--- src/rtl/bp_pkg.sv ---
// bp_pkg: BTB entry layout, index/tag extraction and saturating-counter helpers.
package bp_pkg;
   typedef struct packed {
      logic        valid;
      logic [31:0] tag;
      logic [31:0] target;
      logic [3:0]  cnt;
   } bp_entry_t;

   function automatic logic [31:0] low_mask(int w);
      return (w >= 32) ? '1 : ((32'd1 << w) - 32'd1);
   endfunction

   function automatic logic [31:0] idx_of(logic [31:0] pc, int idx_w);
      return (pc >> 2) & low_mask(idx_w);
   endfunction

   function automatic logic [31:0] tag_of(logic [31:0] pc, int idx_w, int tag_w);
      return (pc >> (idx_w + 2)) & low_mask(tag_w);
   endfunction

   function automatic logic [3:0] wnt(int cnt_w);
      return 4'((5'd1 << (cnt_w - 1)) - 5'd1);
   endfunction

   function automatic logic [3:0] wt(int cnt_w);
      return 4'(5'd1 << (cnt_w - 1));
   endfunction

   function automatic logic [3:0] cnt_max(int cnt_w);
      return 4'((5'd1 << cnt_w) - 5'd1);
   endfunction

   function automatic logic [3:0] sat_step(logic [3:0] cnt, logic up, int cnt_w);
      return up ? ((cnt == cnt_max(cnt_w)) ? cnt : cnt + 4'd1)
                : ((cnt == 4'd0) ? cnt : cnt - 4'd1);
   endfunction
endpackage

--- src/rtl/branch_predictor_if.sv ---
// branch_predictor_if: IF lookup, EX update/recovery and perf signals between pipeline and predictor.
interface branch_predictor_if #(parameter int PERF_W = 32);
   logic [31:0]       if_pc;
   logic              pred_hit;
   logic              pred_taken;
   logic [31:0]       pred_next_pc;
   logic              upd_valid;
   logic [31:0]       upd_pc;
   logic              upd_taken;
   logic [31:0]       upd_target;
   logic              upd_pred_taken;
   logic [31:0]       upd_pred_target;
   logic              mispredict;
   logic [31:0]       recover_pc;
   logic [PERF_W-1:0] perf_branches;
   logic [PERF_W-1:0] perf_mispred;
   modport master (
      output if_pc, upd_valid, upd_pc, upd_taken, upd_target, upd_pred_taken, upd_pred_target,
      input  pred_hit, pred_taken, pred_next_pc, mispredict, recover_pc, perf_branches, perf_mispred
   );
   modport slave (
      input  if_pc, upd_valid, upd_pc, upd_taken, upd_target, upd_pred_taken, upd_pred_target,
      output pred_hit, pred_taken, pred_next_pc, mispredict, recover_pc, perf_branches, perf_mispred
   );
endinterface

--- src/rtl/bp_table.sv ---
// bp_table: direct-mapped BTB storage; combinational lookup and update-side reads, one write port.
module bp_table
   import bp_pkg::*;
#(
   parameter int ENTRIES = 16,
   parameter int IDX_W   = 4,
   parameter int CNT_W   = 2
) (
   input  logic             clk,
   input  logic             reset,
   input  logic [IDX_W-1:0] rd_idx,
   output bp_entry_t        rd_entry,
   input  logic [IDX_W-1:0] up_idx,
   output bp_entry_t        up_entry,
   input  logic             wr_en,
   input  bp_entry_t        wr_entry
);
   bp_entry_t mem [ENTRIES];
   assign rd_entry = mem[rd_idx];
   assign up_entry = mem[up_idx];
   // The update always rewrites the entry it just read, so the write shares up_idx.
   always_ff @(posedge clk or negedge reset)
      if (!reset) begin
         for (int i = 0; i < ENTRIES; i++)
            mem[i] <= bp_entry_t'{valid: 1'b0, tag: '0, target: '0, cnt: wnt(CNT_W)};
      end else if (wr_en) begin
         mem[up_idx] <= wr_entry;
      end
endmodule

--- src/rtl/branch_predictor.sv ---
// branch_predictor: BTB with saturating counters; zero-latency IF lookup, EX-stage training,
// mispredict detection with recovery PC and saturating performance counters.
module branch_predictor
   import bp_pkg::*;
#(
   parameter int ENTRIES = 16,
   parameter int TAG_W   = 8,
   parameter int CNT_W   = 2,
   parameter int PERF_W  = 32
) (
   input logic               clk,
   input logic               reset,
   branch_predictor_if.slave bp
);
   localparam int IDX_W = $clog2(ENTRIES);
   bp_entry_t rd_e, up_e, wr_e;
   logic [IDX_W-1:0] if_idx, up_idx;
   logic [31:0] if_tag, up_tag;
   logic up_hit, wr_en, mis;
   logic [PERF_W-1:0] n_br, n_mis;
   assign if_idx = IDX_W'(idx_of(bp.if_pc, IDX_W));
   assign up_idx = IDX_W'(idx_of(bp.upd_pc, IDX_W));
   assign if_tag = tag_of(bp.if_pc, IDX_W, TAG_W);
   assign up_tag = tag_of(bp.upd_pc, IDX_W, TAG_W);
   bp_table #(.ENTRIES(ENTRIES), .IDX_W(IDX_W), .CNT_W(CNT_W)) u_table (
      .clk      (clk),
      .reset    (reset),
      .rd_idx   (if_idx),
      .rd_entry (rd_e),
      .up_idx   (up_idx),
      .up_entry (up_e),
      .wr_en    (wr_en),
      .wr_entry (wr_e)
   );
   assign bp.pred_hit     = rd_e.valid && rd_e.tag == if_tag;
   assign bp.pred_taken   = bp.pred_hit && rd_e.cnt >= wt(CNT_W);
   assign bp.pred_next_pc = bp.pred_taken ? rd_e.target : bp.if_pc + 32'd4;
   assign mis = bp.upd_valid && (bp.upd_taken != bp.upd_pred_taken ||
                                 (bp.upd_taken && bp.upd_target != bp.upd_pred_target));
   assign bp.mispredict = mis;
   assign bp.recover_pc = !bp.upd_valid ? 32'd0 : bp.upd_taken ? bp.upd_target : bp.upd_pc + 32'd4;
   // A not-taken miss allocates nothing; a taken miss evicts whatever aliases at this index.
   assign up_hit = up_e.valid && up_e.tag == up_tag;
   assign wr_en  = bp.upd_valid && (up_hit || bp.upd_taken);
   assign wr_e   = up_hit
      ? bp_entry_t'{valid: 1'b1, tag: up_tag, target: bp.upd_taken ? bp.upd_target : up_e.target,
                    cnt: sat_step(up_e.cnt, bp.upd_taken, CNT_W)}
      : bp_entry_t'{valid: 1'b1, tag: up_tag, target: bp.upd_target, cnt: wt(CNT_W)};
   always_ff @(posedge clk or negedge reset)
      if (!reset) begin
         n_br  <= '0;
         n_mis <= '0;
      end else begin
         if (bp.upd_valid && !(&n_br)) n_br <= n_br + PERF_W'(1);
         if (mis && !(&n_mis)) n_mis <= n_mis + PERF_W'(1);
      end
   assign bp.perf_branches = n_br;
   assign bp.perf_mispred  = n_mis;
endmodule

--- src/flat_wrapper.sv ---
// flat-port wrapper written by rule: the top's interface ports become plain ports
module branch_predictor_flat import bp_pkg::*;
#(
   parameter int ENTRIES = 16,
   parameter int TAG_W   = 8,
   parameter int CNT_W   = 2,
   parameter int PERF_W  = 32
)
  (clk, reset, bp_if_pc, bp_upd_valid, bp_upd_pc, bp_upd_taken, bp_upd_target, bp_upd_pred_taken, bp_upd_pred_target, bp_pred_hit, bp_pred_taken, bp_pred_next_pc, bp_mispredict, bp_recover_pc, bp_perf_branches, bp_perf_mispred);
  branch_predictor_if #(.PERF_W(PERF_W)) bp_i ();
  input logic clk;
  input logic reset;
  input wire logic [$bits(bp_i.if_pc)-1:0] bp_if_pc;
  input wire logic [$bits(bp_i.upd_valid)-1:0] bp_upd_valid;
  input wire logic [$bits(bp_i.upd_pc)-1:0] bp_upd_pc;
  input wire logic [$bits(bp_i.upd_taken)-1:0] bp_upd_taken;
  input wire logic [$bits(bp_i.upd_target)-1:0] bp_upd_target;
  input wire logic [$bits(bp_i.upd_pred_taken)-1:0] bp_upd_pred_taken;
  input wire logic [$bits(bp_i.upd_pred_target)-1:0] bp_upd_pred_target;
  output wire logic [$bits(bp_i.pred_hit)-1:0] bp_pred_hit;
  output wire logic [$bits(bp_i.pred_taken)-1:0] bp_pred_taken;
  output wire logic [$bits(bp_i.pred_next_pc)-1:0] bp_pred_next_pc;
  output wire logic [$bits(bp_i.mispredict)-1:0] bp_mispredict;
  output wire logic [$bits(bp_i.recover_pc)-1:0] bp_recover_pc;
  output wire logic [$bits(bp_i.perf_branches)-1:0] bp_perf_branches;
  output wire logic [$bits(bp_i.perf_mispred)-1:0] bp_perf_mispred;
  assign bp_i.if_pc = bp_if_pc;
  assign bp_i.upd_valid = bp_upd_valid;
  assign bp_i.upd_pc = bp_upd_pc;
  assign bp_i.upd_taken = bp_upd_taken;
  assign bp_i.upd_target = bp_upd_target;
  assign bp_i.upd_pred_taken = bp_upd_pred_taken;
  assign bp_i.upd_pred_target = bp_upd_pred_target;
  assign bp_pred_hit = bp_i.pred_hit;
  assign bp_pred_taken = bp_i.pred_taken;
  assign bp_pred_next_pc = bp_i.pred_next_pc;
  assign bp_mispredict = bp_i.mispredict;
  assign bp_recover_pc = bp_i.recover_pc;
  assign bp_perf_branches = bp_i.perf_branches;
  assign bp_perf_mispred = bp_i.perf_mispred;
  branch_predictor #(.ENTRIES(ENTRIES), .TAG_W(TAG_W), .CNT_W(CNT_W), .PERF_W(PERF_W)) u_core (.clk(clk), .reset(reset), .bp(bp_i));
endmodule
--- config.mk ---
export PLATFORM = sky130hd
export DESIGN_NAME = branch_predictor_flat
export DESIGN_NICKNAME = d
export VERILOG_FILES = /design/src/rtl/bp_pkg.sv /design/src/rtl/branch_predictor_if.sv /design/src/rtl/bp_table.sv /design/src/rtl/branch_predictor.sv /design/src/flat_wrapper.sv
export SDC_FILE = /design/constraint.sdc
export NUM_CORES = 2
export LEC_CHECK = 0
export BUFFER_PORTS_ARGS = -buffer_cell sky130_fd_sc_hd__clkbuf_2
export CELL_PAD_IN_SITES_DETAIL_PLACEMENT = 0
export CELL_PAD_IN_SITES_GLOBAL_PLACEMENT = 1
export CORE_MARGIN = 4
export CORE_UTILIZATION = 50
export CTS_CLUSTER_SIZE = 12
export DETAILED_ROUTE_END_ITERATION = 12
export PLACE_DENSITY_LB_ADDON = 0.1
export SETUP_SLACK_MARGIN = 0.4
export SYNTH_ARGS = -nofsm -noshare
export SYNTH_HDL_FRONTEND = slang
export SYNTH_SLANG_ARGS = --single-unit
--- constraint.sdc ---
create_clock -name clk -period 5.1 [get_ports clk]
set_input_delay 0.51 -clock clk [delete_from_list [all_inputs] [get_ports clk]]
set_output_delay 0.51 -clock clk [all_outputs]
set_load 0.02 [all_outputs]
# == Yosys cells after proc, flatten, opt, wreduce, memory -nomap -nowiden ==
# Cells that the tools add are included.
# Widths: inputs -> output; s select.
# word_totals
ff_bits,1168
inputBits,133
# op_classes
n_eq_ne,5
bitwise_logic,2
n_mux,17
magnitude_cmp,4
n_reduce_logical,16
n_addsub,6
# ops
cell,count
$bwmux 1104,1
$bmux 69 s4,2
$mux 69,5
$demux 69 s4,1
$mux 32,4
$add 32x1->32 const B,2
$add 32x3->32 const B,2
$eq 32x8->1,2
$reduce_and 32->1,2
$mux 36,1
$ne 32x32->1,1
$mux 4,3
$ge 5x5->1 const B,2
$not 4->5,2
$logic_and 1x1->1,9
$lt 5x1->1 const B,1
$add 4x1->4 const B,1
$eq 4x2->1 const B,1
$ge 4x2->1 const B,1
$logic_not 4->1,1
$sub 4x1->4 const B,1
$logic_not 1->1,2
$logic_or 1x1->1,2
$ne 1x1->1,1

# == Logic depth before layout (Yosys ltp) ==
# logic_depth
word_depth,9
depth_mapped,14
mapped_depth_nobuf,9

# == Cells and area by module ==
# From an unflattened synthesis, not the netlist that was laid out.
# unflattened
cells_unflattened,4301
hier_area_um2,63266.9
# by_module_without_submodules
module,instances,seq_area_each_um2,area_each_um2,cells_per_inst
bp_table,1,27646.5,56987.2,3579
branch_predictor,1,1601.5,6279.8,722

# == Worst setup path before layout ==
# OpenSTA, ideal clock, no wires.
# synth_path
kind,input to output
start,input bp_if_pc[2]
end,output bp_pred_next_pc[21]
stages,12
path_buffers,4
setup_slack_ns,0.654
t_arrival_ns,3.936
cell_sequence,buf_2 -> buf_4 -> mux4_2 -> mux4_2 -> xnor2_1 -> nand4_1 -> nor3_1 -> nor2b_1 -> clkbuf_1 -> clkbuf_1 -> nand2_1 -> o21ai_0
# synth_between
elab_chain_cells,8
elab_cells_between_ends,10
# synth_rtl
item,line,source
"start, declared",flat_wrapper.sv:13,input wire logic [$bits(bp_i.if_pc)-1:0] bp_if_pc;
$not 4->5 (implied by the code) *,bp_table.sv:19,assign rd_entry = mem[rd_idx];
$bmux 69 s4 *,bp_table.sv:19,
$mux 69 (implied by the code) * (2 in series),bp_table.sv:19,
$eq 32x8->1,branch_predictor.sv:35,assign bp.pred_hit = rd_e.valid && rd_e.tag == if_tag;
$logic_and 1x1->1 *,branch_predictor.sv:35,
named net bp_pred_hit,flat_wrapper.sv:20,output wire logic [$bits(bp_i.pred_hit)-1:0] bp_pred_hit;
$logic_and 1x1->1 *,branch_predictor.sv:36,assign bp.pred_taken = bp.pred_hit && rd_e.cnt >= wt(CNT_W);
named net bp_pred_taken,flat_wrapper.sv:21,output wire logic [$bits(bp_i.pred_taken)-1:0] bp_pred_taken;
$mux 32 *,branch_predictor.sv:37,assign bp.pred_next_pc = bp.pred_taken ? rd_e.target : bp.if_pc + 32'd4;
"end, declared",flat_wrapper.sv:22,output wire logic [$bits(bp_i.pred_next_pc)-1:0] bp_pred_next_pc;
# Mark *: on every way through the listed nets, which the timed path passes. The rest lies on a longest branch. The select of a mux whose other input is x is not followed.

# == Worst setup path after layout ==
# layout_path
start,register u_core.u_table.mem[594] (netlist bit)
end,output bp_pred_next_pc[7]
# layout_between
elab_chain_cells,7
# layout_rtl
item,line,source
"start, declared",bp_table.sv:18,bp_entry_t mem [ENTRIES];
"start signal, assigned by index",bp_table.sv:25,"mem[i] <= bp_entry_t'{valid: 1'b0, tag: '0, target: '0, cnt: wnt(CNT_W)};"
"start signal, assigned by index",bp_table.sv:27,mem[up_idx] <= wr_entry;
$bmux 69 s4,bp_table.sv:19,
$mux 69 (implied by the code) (2 in series),bp_table.sv:19,
$eq 32x8->1,branch_predictor.sv:35,
$logic_and 1x1->1,branch_predictor.sv:35,
$logic_and 1x1->1,branch_predictor.sv:36,
$mux 32,branch_predictor.sv:37,
# No other way between the ends. The select of a mux whose other input is x is not followed.

==> results.ini <==
[run_status]
run_status = complete, no violations

[worst_setup_path]
crit_path_launch_type = register
crit_required_ns = 4.59
cp-end-kind = output pin
regToRegStartpoint = u_core.u_table.mem[454]$_DFFE_PN0P_
critPathMaxFanout = 22
cp.arrival_ns = 4.06
startpoint = u_core.u_table.mem[594]$_DFFE_PN0P_
critPathKind = register to output pin

[logic_synthesis]
netlist_instances = 2928
syn-cell-area_um2 = 45470
synth_fp_nets = 3071
ys_seq_elements = 784
yosysSeqAreaShare_pct = 43.19
synth_flop_cell = sky130_fd_sc_hd__dfrtp_1
asyncSetResetFlopFracSynth_pct = 100.0
synth-edff-count = 0
synth-warning-count = 0
synthesized_area_per_cell_um2 = 15.53
synth_cell_type_count = 58

[global_route]
track_usage_pct = 29.46
total_gr_overflow = 0
first_pass_grt_wire_length_mm = 206.7
grt_pass1_vias = 30120
grt_max_degree = 150
grt_antenna_before_repair = 18

[floorplan]
dieArea_um2 = 95830
floorplan.core_area_um2 = 90150
floorplan.die.height_um = 309.6
initial_utilization_pct = 50.44
die-width_um = 309.6
std_cell_rows = 110
pin_count = 264

[layout]
ff_latch_area_um2 = 19640
final.fill_count = 7107
drive_above_1_share_pct = 53.74
area_taken_by_multi_input_logic_gates_um2 = 23930
num-nets-final = 3274
mostFrequentLayoutCell = sky130_fd_sc_hd__dfrtp_1
post_layout_nonfiller_instances = 4378
post-route-util_pct = 56.50
commonest_non_fill_non_tap_cells_in_the_layout = 768 x sky130_fd_sc_hd__dfrtp_1, 409 x sky130_fd_sc_hd__mux4_2, 390 x sky130_fd_sc_hd__mux2_4, 353 x sky130_fd_sc_hd__mux2_2, 254 x sky130_fd_sc_hd__clkbuf_2
synthesis_to_finish_area_growth_pct = 12.02

[power]
clockPowerShare_pct = 35.1
power.switching_fraction_pct = 27.20
int_pwr_w = 0.01399
power_density_nw_per_um2 = 377.4
p_seq_share_pct = 43.0
p_comb_share_pct = 21.9
p_leak_nw = 22.55
power.net_switching_w = 0.005228
power.ir.vdd_worst_mv = 0.2423

[cts]
numCtsBuffers = 89
cts_htree_levels = 3
path_clk_slew_ns = 0.06
clkLatencyLatePin_ns = 0.65
tritoncts_num_sinks = 784
post_cts_buffers = 0
clock_tree.root_cell = sky130_fd_sc_hd__clkbuf_16
cts_buffer_depth = 3
clock_tree_from_tritoncts = done

[placed_design]
gp_congestion = 0.8415
detailed_place_hpwl_mm = 91.48
preCtsSetupSlack_ns = 0.5494
place_inst = 4215
buffer_ports.inserted = 263

[sta]
max-slew-margin-rel_pct = 8.758
setup_total_negative_slack_ns = 0
fin_skew_ns = 0.01860
max_slew.worst_pin.slew_ns = 1.357
finalWorstSetupSlack_ns = 0.5283
timing_max_transition_violations_final = 0
fmaxAchievable_mhz = 218.7
layout_worst_path_cycle_share_pct = 89.64
hold_violations = 0
grt_setup_unrepaired = no
final_period_minus_worst_setup_slack_ns = 4.572
number_of_endpoints_failing_setup_at_the_final_stage = 0

[routing]
via_count = 28200
wirelength_mm = 140.0
dr.first_iter.drc_count = 2647
drtPass1Iterations = 5
wl_per_cell_um = 31.98
avgViaCountPerCell = 6.441
postRouteAntennaNets = 0
drc_errors = 0

[min_path]
hp-class = input pin to register
hold_start = bp_upd_pc[10]

[job]
maxCapViolations = 0

==> kinds of logic after synthesis <==
family | after synthesis | share of synthesized area [%]
mux | 1194 | 42.91
flops | 784 | 43.19
simple gates | 381 | 4.615
buf+inv | 289 | 4.273
xor+xnor | 170 | 3.275
compound gates | 100 | 1.461
fa+ha+maj | 10 | 0.2752
==> stage by stage <==
stage          power (W)  instance area [um2]  hold slack [ns]
6_report         0.01922                50940           0.1799
2_1_floorplan    0.01123                45470           0.2144
5_1_grt          0.02001                50930           0.1731
3_3_place_gp     0.01233                47850           0.4708
3_5_place_dp     0.01252                47850           0.4749
4_1_cts          0.01934                50930           0.1409
==> cell type report <==
type,instances,share of cell area (%)
multi-input cells,1855,46.98
flip-flops and latches,784,38.55
repair buffers,374,5.347
clock buffers,133,5.171
well taps,1176,2.889
clock inverters,26,0.8474
inverters,27,0.1990
diodes,3,0.01474
==> cell usage after synthesis, types with 33 or more instances <==
master | number | area (um2)
sky130_fd_sc_hd__mux2_4 | 390 | 5856
sky130_fd_sc_hd__xnor2_1 | 80 | 700.7
sky130_fd_sc_hd__clkbuf_1 | 88 | 330.3
sky130_fd_sc_hd__mux2i_1 | 39 | 390.4
sky130_fd_sc_hd__buf_2 | 58 | 290.3
sky130_fd_sc_hd__nand2_1 | 91 | 341.6
sky130_fd_sc_hd__xor2_1 | 90 | 788.3
sky130_fd_sc_hd__mux4_2 | 409 | 9211
sky130_fd_sc_hd__o21ai_0 | 49 | 245.2
sky130_fd_sc_hd__nor3_1 | 33 | 165.2
sky130_fd_sc_hd__mux2_2 | 353 | 3975
sky130_fd_sc_hd__nand3_1 | 59 | 295.3
sky130_fd_sc_hd__dfrtp_1 | 768 | 19220
sky130_fd_sc_hd__nor2_1 | 43 | 161.4
==> path summary, 6_finish.rpt <==
kind | end | slack [ns] | depth (start not counted)
min | u_core.u_table.mem[385]$_DFFE_PN0P_ | 0.18 | 2
max reg2reg | u_core.u_table.mem[587]$_DFFE_PN0P_ | 1.02 | 10
min reg2reg | u_core.bp.perf_mispred[6]$_DFFE_PN0P_ | 0.49 | 1
max | bp_pred_next_pc[7] | 0.53 | 11
max in group asynchronous | u_core.u_table.mem[866]$_DFFE_PN0P_ | 3.29 | 3
min in group asynchronous | u_core.u_table.mem[1069]$_DFFE_PN0P_ | 0.46 | 2
==> worst max-delay path: stages, from the launching register on <==
cell and delay (ns):
sky130_fd_sc_hd__dfrtp_1 0.43, sky130_fd_sc_hd__mux4_2 0.49, sky130_fd_sc_hd__mux4_2 0.54, sky130_fd_sc_hd__xnor2_1 0.28
sky130_fd_sc_hd__nand4_1 0.14, sky130_fd_sc_hd__nor3_1 0.15, sky130_fd_sc_hd__buf_4 0.17, sky130_fd_sc_hd__nor2b_4 0.23
sky130_fd_sc_hd__buf_4 0.32, sky130_fd_sc_hd__nand2_1 0.10, sky130_fd_sc_hd__o21ai_0 0.25, sky130_fd_sc_hd__clkbuf_2 0.28
==> metal layers <==
| layer | up-vias | routed length (um) | part of all wire, % | global-route usage [%] |
|---|---|---|---|---|
| met2 | 1192 | 64480 | 46 | 45.65 |
| li1 | 11560 | - | - | - |
| met5 | - | 77 | 0.055 | 0 |
| met1 | 15210 | 58100 | 41 | 40.93 |
| met4 | 12 | 4989 | 3.6 | 10.64 |
| met3 | 227 | 12390 | 8.8 | 7.209 |
==> power groups by stage <==
stage	combinational, W	clock [W]	sequential (W)
floorplan	0.00318	0	0.00805
global placement	0.00412	0	0.00821
detailed placement	0.00421	0	0.00832
CTS	0.00423	0.00689	0.00823
global route	0.00448	0.00714	0.00839
finish	0.00420	0.00675	0.00826
==> repair_timing <==
action,CTS,global route
setup endpoints to repair,0,1
hold buffers,1,0
gates resized for setup,0,1
endpoints found under the hold margin,62,0
==> state kept, by name (all words and copies together) (netlist names) <==
| signal | count |
|---|---|
| u_core.bp.perf_mispred | 32 |
| u_core.bp.perf_branches | 32 |
| u_core.u_table.mem | 720 |
Power figures use the tool's default switching activity.
